[config.mk]
export PLATFORM = sky130hd
export DESIGN_NAME = dpram_copy_engine
export DESIGN_NICKNAME = d
export VERILOG_FILES = /design/src/rtl/dpram_copy_engine.sv
export SDC_FILE = /design/constraint.sdc
export NUM_CORES = 1
export LEC_CHECK = 0
export CORE_MARGIN = 2
export CORE_UTILIZATION = 52
export CTS_BUF_LIST = sky130_fd_sc_hd__clkbuf_4 sky130_fd_sc_hd__clkbuf_8
export CTS_CLUSTER_SIZE = 30
export DETAILED_ROUTE_END_ITERATION = 10
export HOLD_SLACK_MARGIN = 0.08
export PLACE_DENSITY = 0.92
export SLEW_MARGIN = 25
export SYNTH_ARGS = -nofsm -noshare
export SYNTH_HDL_FRONTEND = slang
export SYNTH_SLANG_ARGS = --single-unit
[constraint.sdc]
create_clock -name clk -period 3.08 [get_ports clk]
set_clock_uncertainty 0.15 [all_clocks]
set_input_delay 0.616 -clock clk [delete_from_list [all_inputs] [get_ports clk]]
set_output_delay 0.616 -clock clk [all_outputs]
set_load 0.03 [all_outputs]
[src/rtl/dpram_copy_engine.sv]
// Dual-port RAM copy engine: streams len words from src to dst,
// reading on port A and writing on port B one cycle later.
module dpram_copy_engine #(
   parameter int DATA_WIDTH = 16,
   parameter int ADDR_WIDTH = 8
) (
   input  logic                  clk,
   input  logic                  rst_n,
   input  logic                  start,
   input  logic                  abort,
   input  logic [ADDR_WIDTH-1:0] src_addr,
   input  logic [ADDR_WIDTH-1:0] dst_addr,
   input  logic [ADDR_WIDTH:0]   len,
   output logic                  busy,
   output logic                  done,
   output logic [ADDR_WIDTH:0]   count,
   output logic [ADDR_WIDTH-1:0] mem_addr_a,
   output logic                  mem_read_en_a,
   input  logic [DATA_WIDTH-1:0] mem_read_data_a,
   output logic [ADDR_WIDTH-1:0] mem_addr_b,
   output logic                  mem_write_en_b,
   output logic [DATA_WIDTH-1:0] mem_write_data_b
);

   typedef enum logic [1:0] {
      S_IDLE,
      S_RUN,
      S_DRAIN,
      S_FIN
   } state_t;

   state_t                r_state;
   logic [ADDR_WIDTH-1:0] r_src;
   logic [ADDR_WIDTH-1:0] r_dst;
   logic [ADDR_WIDTH:0]   r_len;
   logic [ADDR_WIDTH:0]   r_rd_cnt;
   logic [ADDR_WIDTH:0]   r_count;
   logic [ADDR_WIDTH-1:0] r_addr_a;
   logic [ADDR_WIDTH-1:0] r_addr_b;
   logic                  r_rd_en;
   logic                  r_wr_en;
   logic                  r_busy;
   logic                  r_done;

   always_ff @(posedge clk or negedge rst_n) begin
      if (!rst_n) begin
         r_state  <= S_IDLE;
         r_src    <= '0;
         r_dst    <= '0;
         r_len    <= '0;
         r_rd_cnt <= '0;
         r_count  <= '0;
         r_addr_a <= '0;
         r_addr_b <= '0;
         r_rd_en  <= 1'b0;
         r_wr_en  <= 1'b0;
         r_busy   <= 1'b0;
         r_done   <= 1'b0;
      end else begin
         // Each read turns into a write one cycle later at the mirrored offset.
         r_wr_en <= r_rd_en;
         if (r_rd_en)
            r_addr_b <= r_dst + (r_addr_a - r_src);
         if (r_wr_en)
            r_count <= r_count + 1'b1;

         unique case (r_state)
            S_IDLE: begin
               r_done <= 1'b0;
               if (start) begin
                  r_src    <= src_addr;
                  r_dst    <= dst_addr;
                  r_len    <= len;
                  r_count  <= '0;
                  r_addr_a <= src_addr;
                  if (len != '0) begin
                     r_rd_en  <= 1'b1;
                     r_rd_cnt <= {{ADDR_WIDTH{1'b0}}, 1'b1};
                     r_busy   <= 1'b1;
                     r_state  <= S_RUN;
                  end else begin
                     r_done  <= 1'b1;
                     r_state <= S_FIN;
                  end
               end
            end
            S_RUN: begin
               if (abort || (r_rd_cnt == r_len)) begin
                  r_rd_en <= 1'b0;
                  r_state <= S_DRAIN;
               end else begin
                  r_rd_en  <= 1'b1;
                  r_addr_a <= r_addr_a + 1'b1;
                  r_rd_cnt <= r_rd_cnt + 1'b1;
               end
            end
            S_DRAIN: begin
               r_busy  <= 1'b0;
               r_done  <= 1'b1;
               r_state <= S_FIN;
            end
            S_FIN: begin
               r_done  <= 1'b0;
               r_state <= S_IDLE;
            end
         endcase
      end
   end

   assign busy             = r_busy;
   assign done             = r_done;
   assign count            = r_count;
   assign mem_addr_a       = r_addr_a;
   assign mem_read_en_a    = r_rd_en;
   assign mem_addr_b       = r_addr_b;
   assign mem_write_en_b   = r_wr_en;
   assign mem_write_data_b = r_wr_en ? mem_read_data_a : '0;

endmodule
==> Yosys cells after proc, flatten, opt, wreduce, memory -nomap -nowiden <==
Cells that the tools add are included.
{ "totals": {"elab_cells": 60, "register_bits": 65, "out_inout_bits": 45} }
{ "classes": {"reduce_logical": 12, "add_sub_neg": 5, "muxes": 23, "n_eq_ne": 8} }
{ "op_table": {"columns": ["cell", "count"], "rows": [
  ["2-to-1 mux 9 bit", 6],
  ["adder 9 x 1 -> 9 bit (second input constant)", 2],
  ["one-hot mux 9 bit (2 select lines)", 1],
  ["2-to-1 mux 16 bit", 1],
  ["2-to-1 mux 8 bit", 2],
  ["one-hot mux 8 bit (2 select lines)", 1],
  ["equality test 9 bit", 1],
  ["AND reduction 3 bit", 3],
  ["nonzero test 9 bit", 1],
  ["adder 8 x 1 -> 8 bit (second input constant)", 1],
  ["adder 8 bit", 1],
  ["inequality test 2 bit (second input constant)", 4],
  ["one-hot mux 2 bit (4 select lines)", 1],
  ["subtractor 8 bit", 1],
  ["2-to-1 mux 2 bit", 3],
  ["2-to-1 mux 1 bit", 5],
  ["equality test 2 bit (second input constant)", 2],
  ["one-hot mux 1 bit (2 select lines)", 2],
  ["AND reduction 2 bit", 2],
  ["AND reduction 4 bit", 1],
  ["nonzero test 2 bit", 2],
  ["one-hot mux 1 bit (3 select lines)", 1],
  ["nonzero test 3 bit", 1],
  ["equality test 2 x 1 -> 1 bit (second input constant)", 1],
  ["2 further kinds", 2]
]} }

==> Logic depth before layout (Yosys ltp) <==
Gate-level depths: netlist of run 1.
{ "logic_depth": {"depth_word": 4, "mapped_depth": 11, "mapped_depth_nobuf": 11} }

==> Worst setup path before layout of run 1 <==
Ideal clock, no wire load.
{ "synth_path": {"path_kind": "reg2reg", "start": "register r_addr_a[1] (netlist: mem_addr_a[1])", "end": "register r_addr_b[7] (netlist: mem_addr_b[7])", "path_slack_ps": 241, "period_less_slack_ps": 2839, "arrival_time_ps": 2559, "path_stages_with_launch": 10, "setup_time_ps": 130, "path_cell_list": "dfrtp_1 inv_1 fa_1 inv_1 ha_1 a21o_1 a21o_1 a2111oi_0 or3_1 nand3_1"} }
{ "synth_between": {"elab_chain_len": 2} }
{ "synth_lines": {"columns": ["item", "line_no", "text"], "rows": [
  ["start: declaration", "38", "logic [ADDR_WIDTH-1:0] r_addr_a;"],
  ["start signal: assignment", "75", "r_addr_a <= src_addr;"],
  ["start signal: assignment", "93", "r_addr_a <= r_addr_a + 1'b1;"],
  ["subtractor 8 bit", "63", "r_addr_b <= r_dst + (r_addr_a - r_src);"],
  ["adder 8 bit", "63", null],
  ["end signal: assignment", "63", null],
  ["end: declaration", "39", "logic [ADDR_WIDTH-1:0] r_addr_b;"]
]} }
No other way between the ends.
A chain may end at the register's enable or synchronous reset.

==> Final worst setup path of run 1 <==
{ "layout_path": {"start": "register r_addr_a[1] (netlist: mem_addr_a[1])", "end": "register r_addr_b[5] (netlist: mem_addr_b[5])"} }
Same word-level chain as after synthesis.

==> summary.md, run 1 <==
| Metric | Value |
|---|---|
| Outcome | completed |
| Die height | 90.0 um |
| Crit end category | register |
| Finish-stage setup viols | 0 |
| Mapped Avg Cell Area | 9.07 um2 |
| Chip width | 90.0 um |
| RR Endpoint | mem_addr_b[5]$_DFFE_PN0P_ |
| Worst EP required | 3210 ps |
| RSZ-0062 raised after global routing | false |
| H-tree depth | 3 |
| Synth area leader | dfrtp_1 |
| Synth cell count leaders | nand2_1, dfrtp_1, inv_1 |
| Gate count after technology mapping | 424 |
| Worst Setup Start Kind | register |
| Row count | 31 |
| Critical path endpoint | mem_addr_b[5]$_DFFE_PN0P_ |
| Clock period minus worst slack | 2760 ps |
| Total CTS buffers | 9 |
| Crit path from | mem_addr_a[1]$_DFFE_PN0P_ |
| DRT iter0 DRCs | 247 |
| R2R Path Start | mem_addr_a[1]$_DFFE_PN0P_ |
| Final Hold Vio Count | 0 |
| Peak supply drop | 0.654 mV |
| Count leader, synth | nand2_1 |
| DRC | 0 |
| Initial antenna violation count | 0 |
| Post-Route WL | 9620 um |
| Crit path kind | register to register |
| Layout area overhead | 30.3% |
| Cts hold-fix bufs | 0 |
| Post-CTS sizing | 0 |
| Detailed-route via count | 3378 |
| First-pass GRT wire length | 16100 um |
| Worst R2R Setup Slack | 320 ps |
| CTS clk-pin slew, worst paths | 70 ps |
| Max Freq | 363 MHz |
| Detailed placer's ending HPWL | 7160 um |
| Core Area | 0.00721 mm2 |
| Syn Nets | 491 |
| Setup TNS | 0 ps |
| Fin crit share | 89.5% |
| Grt total ovfl | 0 |
| Synth top area share | 42.3% |
| Yosys warnings | 0 |
| Vias in the first global route | 3431 |
| Nets | 580 |
| Hold Path Class | primary input to asynchronous set/reset pin |
| RePlAce Congestion | 0.848 |
| Fraction of registers with async set or reset after synthesis | 100% |
| Ant. Diodes | 0 |
| Primary FF master, synth | dfrtp_1 |
| Max Cap Violations | 0 |
| Relative slew margins | 61.2% |
| Port Buf Inserts | 89 |
| Largest net degree at the start of global routing | 33 |
| TritonCTS clock tree | done |
| Pleak | 2.20 nW |
| IO Pins | 90 |
| Clock sinks | 65 |
| Sequential share of the synthesized area | 42.3% |
| Fin. max-slew vios | 0 |
| Synth Cell Area | 0.00385 mm2 |
| Root buffer cell | clkbuf_8 |
| Drt first pass iters | 5 |
| Number of setup buffers added after CTS | 0 |
| Initial core utilization | 53.3% |
| Die Footprint | 0.00810 mm2 |
| FF-to-FF path depth | 9 |
| Flip-flop and latch count after synthesis | 65 |
| Worst skew pair latency | 340 ps |
| Via/cell ratio | 5.50 |
| Antenna Nets Post-Route | 0 |
| Power, Total | 6.15 mW |
| Distinct cells, synth | 54 |
| Number of synthesized flops with an enable pin | 0 |
| Worst slew pin tran | 580 ps |
| Tot GR Track Use | 24.6% |
| Pwr Density | 1230 mW/mm2 |
| CP max FO | 5 |
| WL per Instance | 15.7 um |
| Clk buf depth | 2 |
| Critical path data arrival time | 2890 ps |
| Top post-synthesis cells by area | dfrtp_1, nand2_1, ha_1, inv_1, fa_1 |
| Layout cells sized above 1 | 6.41% |
sequential cells by signal, indices dropped and copies added (netlist names):
register and flops:
busy 1, count 9, done 1, mem_addr_a 8, mem_addr_b 8, mem_read_en_a 1, mem_write_en_b 1, r_dst 8
r_len 9, r_rd_cnt 9, r_src 8, r_state 2
layout make-up:
type / count / area [um2]
repair buffers: 97 / 958
clock inverters: 1 / 5.00
well taps: 99 / 124
flip-flops and latches: 65 / 1630
multi-input cells: 301 / 2000
inverters: 39 / 146
fillers: 558 / 2200
clock buffers: 12 / 153
metrics by stage:
| stage | setup slack, ps | std cells | util, % | hold slack, ps | area (um2) |
|---|---|---|---|---|---|
| floorplan | 241 | 424 | - | 170 | 3850 |
| global placement | 391 | 601 | 67.2 | 332 | 4850 |
| finish | 323 | 614 | 69.5 | 74.5 | 5010 |
| detailed placement | 291 | 601 | 67.2 | 328 | 4850 |
| global route | 137 | 614 | 69.5 | 117 | 5010 |
| CTS | 115 | 614 | 69.4 | 93.8 | 5010 |
worst max-delay path, cell delays in order, from the launching register on:
cell and delay (ps):
dfrtp_1 400, inv_1 100, fa_1 600, inv_1 60
ha_1 270, a21o_1 100, a21o_1 170, a21oi_1 100
or4b_2 620, nand4_1 120
logic make-up (layout without fill, tap and decap cells):
group	after synthesis	after routing	share of synthesized area [%]
simple gates	170	170	21.5
compound gates	79	79	14.2
flops	65	65	42.3
buf+inv	58	149	5.92
fa+ha+maj	22	22	8.52
xor+xnor	19	19	4.52
mux	11	11	3.02
routing by layer:
layer  vias to the layer above  GRT usage, %  wire [um]
li1                       1623             -          -
met1                      1605          31.0       4050
met2                       133          41.6       4750
met3                        17          4.53        614
met4                         0          10.8        206
met5                         -             0          0
power by group:
part           switching, mW  total, mW  internal, mW  leakage [nW]
Clock                  0.300      0.617         0.317        0.0850
Sequential             0.337       1.57          1.23         0.806
Combinational           2.24       3.96          1.72          1.31
cell usage in the layout, fill, tap and decap left out, types with 3 or more instances in the layout:
master,netlist,routed
or3_1,7,7
o31a_1,3,3
fa_1,7,7
clkbuf_8,0,10
buf_4,0,7
nor2b_1,5,5
inv_1,39,39
nor3_1,7,7
nor2_1,21,21
nand4_1,5,5
and2_1,17,17
o21ai_0,20,20
o2bb2ai_1,3,3
xnor2_1,13,13
a21oi_1,11,11
mux2_2,5,5
xor2_1,5,5
ha_1,15,15
a32o_1,5,5
nand2b_1,3,3
dfrtp_1,65,65
nand3_1,15,15
clkdlybuf4s50_1,0,88
mux2i_1,6,6
and3_1,4,4
a31oi_1,3,3
o211ai_1,11,11
nand2_1,76,76
worst min-delay path by stage:
stage | endpoint | slack (ps) | cells past startpoint
after detailed placement | done$_DFFE_PN0P_ | 330 | 2
after CTS | mem_addr_b[4]$_DFFE_PN0P_ | 90 | 1
after global placement | r_dst[7]$_DFFE_PN0P_ | 330 | 2
after floorplan | busy$_DFFE_PN0P_ | 170 | 0
after global routing | mem_addr_b[4]$_DFFE_PN0P_ | 120 | 1
final | mem_addr_b[4]$_DFFE_PN0P_ | 70 | 1
Power figures use the tool's default switching activity.
==> inputs of run 2 (changes only) <==
--- a/config.mk
+++ b/config.mk
@@ -5,7 +5,6 @@
 export SDC_FILE = /design/constraint.sdc
 export NUM_CORES = 1
 export LEC_CHECK = 0
-export CORE_MARGIN = 2
 export CORE_UTILIZATION = 52
 export CTS_BUF_LIST = sky130_fd_sc_hd__clkbuf_4 sky130_fd_sc_hd__clkbuf_8
 export CTS_CLUSTER_SIZE = 30
==> run 2 against run 1 <==
First-iteration DRC count grew 6.5%. Fmax shrank 1.7%. Final area rose by 0.42%. Critical endpoint is now mem_addr_b[7]$_DFFE_PN0P_.
==> summary.md, run 2 (same netlist as run 1, synthesis figures left out) <==
| Metric | Value |
|---|---|
| Commonest non-fill, non-tap cell in the layout | clkdlybuf4s50_1 |
| Antenna Nets Post-Route | 0 (unchanged) |
| Core Area | 0.00698 mm2 (-3.2%) |
| CTS clk-pin slew, worst paths | 80 ps (about the same) |
| Initial core utilization | 55.1% (+1.8 points) |
| Fin. max-slew vios | 0 (unchanged) |
| Final Hold Vio Count | 0 (unchanged) |
| Row count | 30 (-3.2%) |
| Peak supply drop | 0.508 mV (-22%) |
| Worst R2R Setup Slack | 280 ps (-50 ps) |
| Critical path data arrival time | 2880 ps (about the same) |
| Outcome | completed |
| Via/cell ratio | 5.63 (+2.3%) |
| DP Area | 0.00484 mm2 (-0.23%) |
| CP peak stage delay | 600 ps (-20 ps) |
| Worst path bufs/invs | 2 (unchanged) |
| Design area | 0.00503 mm2 (+0.42%) |
| RSZ-0062 raised after global routing | false |
| Setup TNS | 0 ps (unchanged) |
| Worst Setup Start Kind | register |
| Hold Path Class | primary input to asynchronous set/reset pin |
| Vias in the first global route | 3508 (+2.2%) |
| Root buffer cell | clkbuf_8 |
| Drt first pass iters | 4 (-1) |
| RR Endpoint | mem_addr_b[7]$_DFFE_PN0P_ |
| Pwr Density | 1240 mW/mm2 (+1.1%) |
| Worst slew pin tran | 605 ps (+25.4 ps) |
| Pleak | 2.21 nW (+0.61%) |
| DRT iter0 DRCs | 263 (+6.5%) |
| Post-Route WL | 9500 um (-1.3%) |
| FF-to-FF path depth | 9 (unchanged) |
| Crit path kind | register to register |
| Layout cells sized above 1 | 6.58% (+0.17 points) |
| Total CTS buffers | 9 (unchanged) |
| Relative slew margins | 59.5% (-1.7 points) |
| First-pass GRT wire length | 15800 um (-2.1%) |
| TritonCTS clock tree | done |
| Crit end category | register |
| Chip width | 88.0 um (-2.2%) |
| Worst EP required | 3160 ps (-50 ps) |
| Crit-path slowest cell | fa_1 |
| Detailed-route via count | 3450 (+2.1%) |
| Grt total ovfl | 0 (unchanged) |
| Finish-stage setup viols | 0 (unchanged) |
| Cell Chain, Critical Path | inv_1 > fa_1 > inv_1 > ha_1 > a21o_1 > a21o_1 > a2111oi_1 > or3_1 > nand3_1 |
| Die height | 88.0 um (-2.2%) |
| Fin crit share | 91.1% (+1.5 points) |
| WL per Instance | 15.5 um (-1.1%) |
| Ant. Diodes | 0 (unchanged) |
| R2R Path Start | mem_addr_a[1]$_DFFE_PN0P_ |
| Cts hold-fix bufs | 0 (unchanged) |
| Detailed placer's ending HPWL | 7060 um (-1.3%) |
| Max Cap Violations | 0 (unchanged) |
| IO Pins | 90 (unchanged) |
| H-tree depth | 3 (unchanged) |
| Power, Total | 6.24 mW (+1.5%) |
| Worst skew pair latency | 350 ps (about the same) |
| Most frequent cells in the layout | clkdlybuf4s50_1, nand2_1, dfrtp_1 |
| Crit-path leading delay family | adder cells |
| Clock period minus worst slack | 2800 ps (+47.3 ps) |
| Largest net degree at the start of global routing | 66 (+100%) |
| RePlAce Congestion | 0.859 (+1.3%) |
| Nets | 579 (-0.17%) |
| Max Freq | 357 MHz (-1.7%) |
| Layout area overhead | 30.8% |
| Port Buf Inserts | 89 (unchanged) |
| CP max FO | 5 (unchanged) |
| Die Footprint | 0.00775 mm2 (-4.4%) |
| Clock sinks | 65 (unchanged) |
| DRC | 0 (unchanged) |
| Fill cells | 489 (-12%) |
| Clk buf depth | 2 (unchanged) |
| Tot GR Track Use | 26.7% (+2.1 points) |
| Crit path from | mem_addr_a[1]$_DFFE_PN0P_ |
| Initial antenna violation count | 0 (unchanged) |
==> run 2: changes by cell type in the layout (fill, tap and decap cells not counted) <==
| cell | previous run | this run |
|---|---|---|
| a2111oi_1 | 0 | 1 |
| a2111oi_2 | 1 | 0 |
| buf_4 | 7 | 6 |
| bufinv_16 | 0 | 1 |
| clkbuf_4 | 2 | 0 |
| clkbuf_8 | 10 | 9 |
| clkinv_2 | 1 | 3 |
| clkinv_4 | 0 | 3 |
==> run 2: worst max-delay path by stage <==
| stage | end | slack (ps) | cells after the start |
|---|---|---|---|
| finish | mem_addr_b[7]$_DFFE_PN0P_ | 280 | 9 |
| global route | mem_addr_b[7]$_DFFE_PN0P_ | 80 | 9 |
| CTS | mem_addr_b[7]$_DFFE_PN0P_ | 250 | 9 |
| detailed placement | mem_addr_b[7]$_DFFE_PN0P_ | 250 | 9 |
| global placement | mem_addr_b[7]$_DFFE_PN0P_ | 360 | 9 |
| floorplan | mem_addr_b[7]$_DFFE_PN0P_ | 240 | 9 |
==> run 2: through the flow <==
stage,hold WS (ps),utilization [%],instances,setup WS [ps]
finish,114,72.1,613,275
global route,141,72.1,613,76.9
floorplan,170,-,424,241
global placement,333,69.3,597,365
detailed placement,336,69.3,597,249
CTS,133,72.1,613,247
==> run 2: report_power, final <==
| group | switching [mW] | internal, mW |
|---|---|---|
| Sequential | 0.327 | 1.23 |
| Combinational | 2.26 | 1.70 |
| Clock | 0.343 | 0.373 |
| Total | 2.93 | 3.31 |
==> run 2: area by class of cell <==
type                    instances  area, um2  area share (%)
flip-flops and latches         65       1630            32.3
inverters                      39        146            2.91
clock buffers                   9        124            2.46
multi-input cells             301       1990            39.6
well taps                      96        120            2.39
repair buffers                 96        951            18.9
clock inverters                 7       71.3            1.42
==> run 2: per-layer routing <==
metal  routed length (um)  GRT usage (%)  part of all wire, %
met3                  716           4.90                  7.5
met4                  225           11.0                  2.4
met2                 4690           47.3                   49
met1                 3860           32.0                   41
met5                    0              0                    0
==> run 2: repair_timing <==
item	4_1_cts	5_1_grt
endpoints found under the setup margin	0	1
gates resized for setup	0	1
buffers inserted	0	0
